[src/rtl/lab3_trace_pkg.sv]
// Shared types and widths for the register-write trace unit.
//   REG_ADDR_W  : register-file address width
//   DEF_DATA_W  : default register data width
//   DEF_CYC_W   : default cycle-stamp width
//   trace_rec_t : one captured write {addr, data, cycle} at default widths
package lab3_trace_pkg;

    localparam int unsigned REG_ADDR_W = 5;
    localparam int unsigned DEF_DATA_W = 32;
    localparam int unsigned DEF_CYC_W  = 16;
    localparam int unsigned DROP_CNT_W = 8;

    typedef struct packed {
        logic [REG_ADDR_W-1:0] addr;
        logic [DEF_DATA_W-1:0] data;
        logic [DEF_CYC_W-1:0]  cycle;
    } trace_rec_t;

endpackage

[src/rtl/trace_fifo.sv]
// Generic show-ahead synchronous FIFO with a registered head record.
// Ports:
//   clk, rst_n     : clock, async active-low reset
//   clear          : synchronous flush, wins over push/pop
//   push, push_rec : write request and record
//   pop            : consume head (ignored while empty)
//   head, valid    : registered head record and its valid flag
//   full_c         : full flag decoded from the pointers
//   count          : registered occupancy
module trace_fifo
    import lab3_trace_pkg::*;
#(
    parameter int unsigned  DEPTH = 16,
    parameter type          rec_t = trace_rec_t,
    localparam int unsigned AW    = $clog2(DEPTH),
    localparam int unsigned CW    = AW + 1
) (
    input  logic          clk,
    input  logic          rst_n,
    input  logic          clear,
    input  logic          push,
    input  rec_t          push_rec,
    input  logic          pop,
    output rec_t          head,
    output logic          valid,
    output logic          full_c,
    output logic [CW-1:0] count
);

    rec_t          mem_q [DEPTH];
    logic [AW:0]   wr_ptr_q, wr_ptr_d;
    logic [AW:0]   rd_ptr_q, rd_ptr_d;
    logic [CW-1:0] count_q, count_d;
    logic          valid_q, valid_d;
    rec_t          head_q, head_d;
    logic          pop_ok;
    logic          push_ok;
    logic          mem_we;

    // Full: same slot index, opposite lap.
    assign full_c = (wr_ptr_q[AW-1:0] == rd_ptr_q[AW-1:0]) && (wr_ptr_q[AW] != rd_ptr_q[AW]);

    // Next-state: pointers, occupancy and the head record as it will look after the edge.
    always_comb begin
        pop_ok   = pop && valid_q;
        push_ok  = push && (!full_c || pop_ok);
        mem_we   = push_ok && !clear;
        wr_ptr_d = wr_ptr_q;
        rd_ptr_d = rd_ptr_q;
        count_d  = count_q;
        valid_d  = valid_q;
        head_d   = head_q;
        if (clear) begin
            wr_ptr_d = '0;
            rd_ptr_d = '0;
            count_d  = '0;
            valid_d  = 1'b0;
        end else begin
            wr_ptr_d = wr_ptr_q + (AW+1)'(push_ok);
            rd_ptr_d = rd_ptr_q + (AW+1)'(pop_ok);
            count_d  = count_q + CW'(push_ok) - CW'(pop_ok);
            valid_d  = (count_d != '0);
            // Nothing left after the pop: the incoming record (if any) becomes head,
            // otherwise keep the last head values.
            if (count_q == CW'(pop_ok)) begin
                if (push_ok) begin
                    head_d = push_rec;
                end
            end else begin
                head_d = mem_q[rd_ptr_d[AW-1:0]];
            end
        end
    end

    // Control state.
    always_ff @(posedge clk or negedge rst_n) begin
        if (!rst_n) begin
            wr_ptr_q <= '0;
            rd_ptr_q <= '0;
            count_q  <= '0;
            valid_q  <= 1'b0;
            head_q   <= '0;
        end else begin
            wr_ptr_q <= wr_ptr_d;
            rd_ptr_q <= rd_ptr_d;
            count_q  <= count_d;
            valid_q  <= valid_d;
            head_q   <= head_d;
        end
    end

    // Storage array; only slots behind the write pointer are ever read.
    always_ff @(posedge clk) begin
        if (mem_we) begin
            mem_q[wr_ptr_q[AW-1:0]] <= push_rec;
        end
    end

    assign head  = head_q;
    assign valid = valid_q;
    assign count = count_q;

endmodule

[src/rtl/reg_write_tracer.sv]
// Passive tracer for the register-file write port: records every qualified
// write as {addr, data, cycle stamp} and drains them over valid/ready.
// Ports:
//   clk_i, rst_i         : clock, async active-low reset
//   clear_i              : flush FIFO, cycle counter, overflow and drop count
//   wr_en_i/addr/data    : CPU register write port being observed
//   out_valid_o/ready_i  : record handshake
//   out_addr/data/cycle  : head record fields
//   count_o              : occupancy
//   overflow_o           : sticky, a record was lost to a full FIFO
//   drop_cnt_o           : lost-record count, saturating
module reg_write_tracer
    import lab3_trace_pkg::*;
#(
    parameter int unsigned DEPTH   = 16,
    parameter int unsigned DATA_W  = DEF_DATA_W,
    parameter int unsigned CYC_W   = DEF_CYC_W,
    parameter bit          DROP_R0 = 1'b1
) (
    input  logic                    clk_i,
    input  logic                    rst_i,
    input  logic                    clear_i,
    input  logic                    wr_en_i,
    input  logic [REG_ADDR_W-1:0]   wr_addr_i,
    input  logic [DATA_W-1:0]       wr_data_i,
    output logic                    out_valid_o,
    input  logic                    out_ready_i,
    output logic [REG_ADDR_W-1:0]   out_addr_o,
    output logic [DATA_W-1:0]       out_data_o,
    output logic [CYC_W-1:0]        out_cycle_o,
    output logic [$clog2(DEPTH):0]  count_o,
    output logic                    overflow_o,
    output logic [DROP_CNT_W-1:0]   drop_cnt_o
);

    localparam int unsigned CNT_W = $clog2(DEPTH) + 1;

    typedef struct packed {
        logic [REG_ADDR_W-1:0] addr;
        logic [DATA_W-1:0]     data;
        logic [CYC_W-1:0]      cycle;
    } rec_t;

    logic [CYC_W-1:0]      cyc_q, cyc_d;
    logic                  ovf_q, ovf_d;
    logic [DROP_CNT_W-1:0] drop_q, drop_d;
    logic                  qual_push;
    logic                  pop;
    logic                  drop;
    rec_t                  push_rec;
    rec_t                  head;
    logic                  fifo_valid;
    logic                  fifo_full_c;
    logic [CNT_W-1:0]      fifo_count;

    // Write qualification, stamping and overflow bookkeeping.
    always_comb begin
        qual_push      = wr_en_i && !(DROP_R0 && (wr_addr_i == '0));
        pop            = fifo_valid && out_ready_i;
        drop           = qual_push && fifo_full_c && !pop;
        push_rec.addr  = wr_addr_i;
        push_rec.data  = wr_data_i;
        push_rec.cycle = cyc_q;
        cyc_d          = cyc_q + CYC_W'(1);
        ovf_d          = ovf_q;
        drop_d         = drop_q;
        if (clear_i) begin
            cyc_d  = '0;
            ovf_d  = 1'b0;
            drop_d = '0;
        end else if (drop) begin
            ovf_d = 1'b1;
            if (drop_q != '1) begin
                drop_d = drop_q + DROP_CNT_W'(1);
            end
        end
    end

    always_ff @(posedge clk_i or negedge rst_i) begin
        if (!rst_i) begin
            cyc_q  <= '0;
            ovf_q  <= 1'b0;
            drop_q <= '0;
        end else begin
            cyc_q  <= cyc_d;
            ovf_q  <= ovf_d;
            drop_q <= drop_d;
        end
    end

    trace_fifo #(
        .DEPTH (DEPTH),
        .rec_t (rec_t)
    ) u_fifo (
        .clk      (clk_i),
        .rst_n    (rst_i),
        .clear    (clear_i),
        .push     (qual_push),
        .push_rec (push_rec),
        .pop      (pop),
        .head     (head),
        .valid    (fifo_valid),
        .full_c   (fifo_full_c),
        .count    (fifo_count)
    );

    assign out_valid_o = fifo_valid;
    assign out_addr_o  = head.addr;
    assign out_data_o  = head.data;
    assign out_cycle_o = head.cycle;
    assign count_o     = fifo_count;
    assign overflow_o  = ovf_q;
    assign drop_cnt_o  = drop_q;

endmodule

[config.mk]
export PLATFORM = sky130hd
export DESIGN_NAME = reg_write_tracer
export DESIGN_NICKNAME = d
export VERILOG_FILES = /design/src/rtl/lab3_trace_pkg.sv /design/src/rtl/trace_fifo.sv /design/src/rtl/reg_write_tracer.sv
export SDC_FILE = /design/constraint.sdc
export NUM_CORES = 1
export LEC_CHECK = 0
export ABC_CLOCK_PERIOD_IN_PS = 5350
export CAP_MARGIN = 20
export CORE_MARGIN = 4
export CORE_UTILIZATION = 55
export DETAILED_ROUTE_END_ITERATION = 6
export PLACE_DENSITY_LB_ADDON = 0.05
export SYNTH_ARGS = -nofsm -noshare
export SYNTH_HDL_FRONTEND = slang
export SYNTH_HIERARCHICAL = 1
export SYNTH_SLANG_ARGS = --single-unit
[constraint.sdc]
create_clock -name clk_i -period 5.35 [get_ports clk_i]
set_input_delay 0.535 -clock clk_i [delete_from_list [all_inputs] [get_ports clk_i]]
set_output_delay 0.535 -clock clk_i [all_outputs]
set_load 0.005 [all_outputs]
### Word-level counts from Yosys, hierarchy flattened

Memory sizes are Yosys's and may differ from the RTL's.
Index checks and enable logic that the tools add are counted.
Widths: inputs -> output; s select.

| cells by class | value |
|---|---|
| $add $sub $neg | 6 |
| multiply operators | 0 |
| divide/modulo/power cells | 0 |
| $lt $le $gt $ge | 0 |
| equality and inequality tests | 5 |
| shift-type cells | 0 |
| multiplexer cells | 14 |
| bitwise gates (word level) | 1 |
| reductions and logical operators | 19 |

Operators with widths:

| operator | count |
|---|---|
| $mux 53 | 2 |
| $mux 8 | 3 |
| $add 16x1->16 const B | 1 |
| $mux 16 | 1 |
| $add 5x1->5 | 3 |
| $mux 5 | 3 |
| $add 8x1->8 const B | 1 |
| $logic_and 1x1->1 | 8 |
| $ne 8x8->1 const B | 1 |
| $eq 5x1->1 | 1 |
| $logic_not 5->1 | 1 |
| $mux 1 | 5 |
| $reduce_bool 5->1 | 1 |
| $sub 5x1->5 | 1 |
| $eq 4x4->1 | 1 |
| $logic_not 1->1 | 4 |
| $reduce_and 2->1 | 2 |
| $reduce_bool 2->1 | 2 |
| $ne 2x1->1 const B | 1 |
| $logic_or 1x1->1 | 1 |
| $ne 1x1->1 | 1 |
| $not 1->1 | 1 |

| word-level totals | value |
|---|---|
| register bits after elaboration | 94 |
| bits in latches | 0 |
| memory bits (writable) | 848 |
| ROM bits | 0 |
| bits of input ports | 42 |
| output and inout bits | 68 |
| logic and storage cells | 56 |
| memories kept | 1 |

Memories:

| name | words | width | read ports | clocked after Yosys merged registers in | wr ports | RTL line | text |
|---|---|---|---|---|---|---|---|
| u_fifo.mem_q | 16 | 53 | 1 | 0 | 1 | trace_fifo.sv:30 | `rec_t mem_q [DEPTH];` |

### Longest topological paths before layout

| logic depth | value |
|---|---|
| word-level depth | 9 |
| gate-level depth with buffers | 13 |
| depth with buffers taken out | 13 |

### Cells and area by module

Netlist, hierarchy kept.

By module, submodules not included:

| module | times used | cells each | area each (µm²) | sequential area each (µm²) |
|---|---|---|---|---|
| trace_fifo | 1 | 1587 | 35321.4 | 27191.1 |
| reg_write_tracer | 1 | 135 | 1300.0 | 625.6 |

### Worst setup path before layout

No wires, ideal clock.

| timing | value |
|---|---|
| kind | in2reg |
| from | input port out_ready_i |
| to | memory u_fifo/mem_q[8][0] (netlist bit), enable pin |
| setup time | 0.529 ns |
| arrival | 5.250 ns |
| data required time | 4.821 ns |
| slack | -0.429 ns |
| stages on the path | 7 |
| path buffers | 1 |
| cells stage by stage | and2_1 > nand2_1 > inv_1 > o311ai_4 > buf_6 > or3b_1 > nor3_1 |

| between the ends | value |
|---|---|
| word-level cells in the longest chain between the ends | 7 |

Ends and longest elaborated chain:

| item | RTL line | text |
|---|---|---|
| from (decl) | reg_write_tracer.sv:27 | `input logic out_ready_i,` |
| $logic_and 1x1->1 | reg_write_tracer.sv:59 | `pop = fifo_valid && out_ready_i;` |
| $logic_and 1x1->1 | trace_fifo.sv:45 | `pop_ok = pop && valid_q;` |
| $logic_or 1x1->1 | trace_fifo.sv:46 | `push_ok = push && (!full_c \|\| pop_ok);` |
| $logic_and 1x1->1 | trace_fifo.sv:46 |  |
| $logic_and 1x1->1 | trace_fifo.sv:47 | `mem_we = push_ok && !clear;` |
| $mux 1 | trace_fifo.sv:94 | `if (mem_we) begin` |
| $mux 1 (not written as such) | trace_fifo.sv:95 | `mem_q[wr_ptr_q[AW-1:0]] <= push_rec;` |
| to (decl) | trace_fifo.sv:30 |  |

Every way passes these cells.

### Final worst setup path

| timing | value |
|---|---|
| from | input port wr_addr_i[3] |
| to | memory u_fifo/mem_q[2][32] (netlist bit), enable pin |

| between the ends | value |
|---|---|
| word-level cells in the longest chain between the ends | 7 |

Ends and longest elaborated chain:

| item | RTL line | text |
|---|---|---|
| from (decl) | reg_write_tracer.sv:24 | `input logic [REG_ADDR_W-1:0] wr_addr_i,` |
| $logic_not 5->1 | reg_write_tracer.sv:58 | `qual_push = wr_en_i && !(DROP_R0 && (wr_addr_i == '0));` |
| $logic_not 1->1 | reg_write_tracer.sv:58 |  |
| $logic_and 1x1->1 | reg_write_tracer.sv:58 |  |
| net qual_push | reg_write_tracer.sv:47 | `logic qual_push;` |
| $logic_and 1x1->1 | trace_fifo.sv:46 |  |
| $logic_and 1x1->1 | trace_fifo.sv:47 |  |
| $mux 1 | trace_fifo.sv:94 |  |
| $mux 1 (not written as such) | trace_fifo.sv:95 |  |

The timed path passes the listed nets, and every way through them passes these cells.

==> out/qor.csv <==
metric;value;unit
status;completed;
Async SR Flop Fraction;9.98;%
clock root cell;clkbuf_16;
WP data arrival;3.99;ns
Max IR drop VDD;269;uV
largest net degree at the start of global routing;79;
first-pass GRT wire length;123000;um
CTS HTree Levels;3;
Pins Over Slew Limit;0;
Tmin final;3.73;ns
Mapped Area;0.0366;mm2
DRT Wirelength;81000;um
final number of hold-violating endpoints;0;
DRC viols;0;
Synthesized Nets;1776;
endpoint type of the worst setup path;flip-flop;
Die X;266;um
wire length per cell;28.6;um
slowest stage delay, CP;0.86;ns
total number of vias;17820;
slew margin rel.;34.6;%
DR vias/cell;6.29;
share of layout cells above drive strength 1;22.3;%
most numerous cell in the Yosys netlist;edfxtp_1;
Post-synth EDFFs;848;
crit path max fanout;37;
Clock Skews;0.0223;ns
die area;0.0708;mm2
final setup fails;0;
Critical Path Start Type;input port;
IO Count;110;
Starting Density;55.6;%
maximum clock path buffer count;3;
FP Rows;94;
Critical Path RT;5.61;ns
Port Buffer Count;109;
Global Route Usage Sum;23.5;%
Syn Area/Cell;21.3;um2
RSZ-0062 raised after global routing;false;
Slew @ Worst Pin;0.982;ns
diode count;0;
nets;1942;
R2R Setup Slk;1.70;ns
core region area;0.0659;mm2
synth top area cells;edfxtp_1, mux4_2, dfrtp_1;
Yosys top cell by area;edfxtp_1;
Iter 0 DRT Violations;1750;
Die Ht;266;um
post-CTS setup buffer count;0;
initial antenna violation count;0;
RePlAce Congestion;0.743;
vias in the first global route;18975;
total congestion overflow;0;
post-synth cell types;57;
Area Growth Syn to Fin;15.0;%
clk sinks;942;
Final Util;64.0;%
Synth Flop Type;edfxtp_1;
sequential cell area;0.0278;mm2
post-DP HPWL;41800;um
crit-path cells;clkdlybuf4s50_1, or4_4, o21a_1, o311ai_4, or3_1, nor2_4, buf_4;
final critical-path share of the clock period;69.7;%
Max-Cap Viols;0;
Synth Instances;1722;
Post-CTS Resized;0;
Critical Setup Path Class;input port to flip-flop;
CTS buffer count;95;
DRT Pass-1 Iters;5;
remaining antenna violation count after routing;0;
area fraction of the dominant cell type after synthesis;69.5;%
synth warn;6;
slowest cell on the critical path;clkdlybuf4s50_1;
post-synthesis register bit count;942;
TritonCTS clock tree;built;
post-synthesis sequential area ratio;76.0;%
Multi-input gate area;0.00843;mm2
worst hold path type;input port to flip-flop;
fmax;268;MHz
Power Density;428;mW/mm2
Commonest cells post-synth;edfxtp_1, mux4_2, mux2i_1;
Worst-path clk slew;0.06;ns
Pleak;13.7;nW
total negative slack;0;ns
cts hold-fix bufs;0;
Worst-Skew Late Latency;0.64;ns
fillers;4491;
[layout by cell type (no fill, tap or decap), drive strengths merged, types with 3 or more instances in the layout]
cell	synthesis	routed
xnor2	13	13
o22ai	53	53
xor2	10	10
dfrtp	94	94
bufinv	0	3
nor3	8	8
o21ai	6	6
buf	51	58
nor2	38	38
a21oi	12	12
edfxtp	848	848
nor2b	8	8
o31ai	5	5
and2	3	3
nand3	13	13
nand2b	6	6
a211o	53	53
nand4	5	5
mux4	212	212
ha	11	11
clkbuf	46	147
mux2i	106	106
inv	15	18
or3	4	4
nand2	13	13
nor4	3	3
or4	6	6
and3	55	55
nor3b	3	3
clkinv	0	25
clkdlybuf4s50	0	107
[registers in the layout (all words and copies together) (netlist names)]
register / cells
cyc_q: 16
drop_cnt_o: 8
overflow_o: 1
u_fifo/count: 5
u_fifo/head: 53
u_fifo/mem_q: 848
u_fifo/rd_ptr_q: 5
u_fifo/valid: 1
u_fifo/wr_ptr_q: 5
[critical path: cells and delay by family]
kind,cells,cell delay [ns]
simple gates,3,1.39
buf+inv,2,1.51
compound gates,2,0.51
[kinds of logic (layout without fill, tap and decap cells)]
logic type | Yosys count | count (layout) | share of synthesized area, %
adders and majority gates | 12 | 12 | 0.430
and+or+nand+nor | 171 | 171 | 2.63
buffers and inverters | 112 | 359 | 1.52
xor gates and xnor gates | 23 | 23 | 0.550
muxes | 318 | 318 | 15.9
DFF | 942 | 942 | 76.0
AOI/OAI and AO/OA | 144 | 144 | 2.98
[power by group]
group	leakage [nW]	internal, mW	switching (mW)
clock network	1.51	3.76	2.64
registers	8.95	8.25	0.184
logic	3.28	1.74	1.46
total	13.7	13.8	4.29
[stage by stage]
| stage | power (mW) | cell area (um2) | cells | hold WS, ns | worst slack, ns |
|---|---|---|---|---|---|
| after floorplan | 10.6 | 36600 | 1722 | 0.239 | 0.993 |
| after global placement | 11.8 | 39000 | 2653 | 0.509 | 1.04 |
| after detailed placement | 11.8 | 39000 | 2653 | 0.520 | 0.957 |
| after CTS | 18.2 | 42100 | 2831 | 0.0809 | 1.63 |
| after global routing | 18.8 | 42100 | 2833 | 0.259 | 1.43 |
| final | 18.0 | 42100 | 2833 | 0.267 | 1.62 |
[final timing paths]
path | from | end | cells after the start
min in group asynchronous | rst_i | drop_cnt_o[0]$_DFFE_PN0P_ | 2
worst max register to register | u_fifo/wr_ptr_q[1]$_DFF_PN0_ | u_fifo/mem_q[2][32]$_DFFE_PP_ | 6
max in group asynchronous | rst_i | cyc_q[0]$_DFF_PN0_ | 3
worst min-delay path | clear_i | u_fifo/rd_ptr_q[2]$_DFF_PN0_ | 3
worst max-delay path | wr_addr_i[3] | u_fifo/mem_q[2][32]$_DFFE_PP_ | 7
worst min register to register | overflow_o$_DFFE_PN0P_ | overflow_o$_DFFE_PN0P_ | 2
[per-layer routing]
metal / global-route usage, % / vias to the layer above / share of wire (%)
li1: - / 7532 / -
met1: 35.0 / 9637 / 43
met2: 37.9 / 562 / 50
met3: 3.56 / 89 / 5.8
met4: 5.30 / 0 / 1.5
met5: 0 / - / 0
[layout make-up]
class	instances	share of cell area, %
multi-input combinational	668	20.0
inverter	15	0.134
clock buffer	147	6.69
clock inverter	31	0.546
timing repair buffer	166	4.03
sequential	942	66.0
tap	864	2.57
Power figures use the tool's default switching activity.
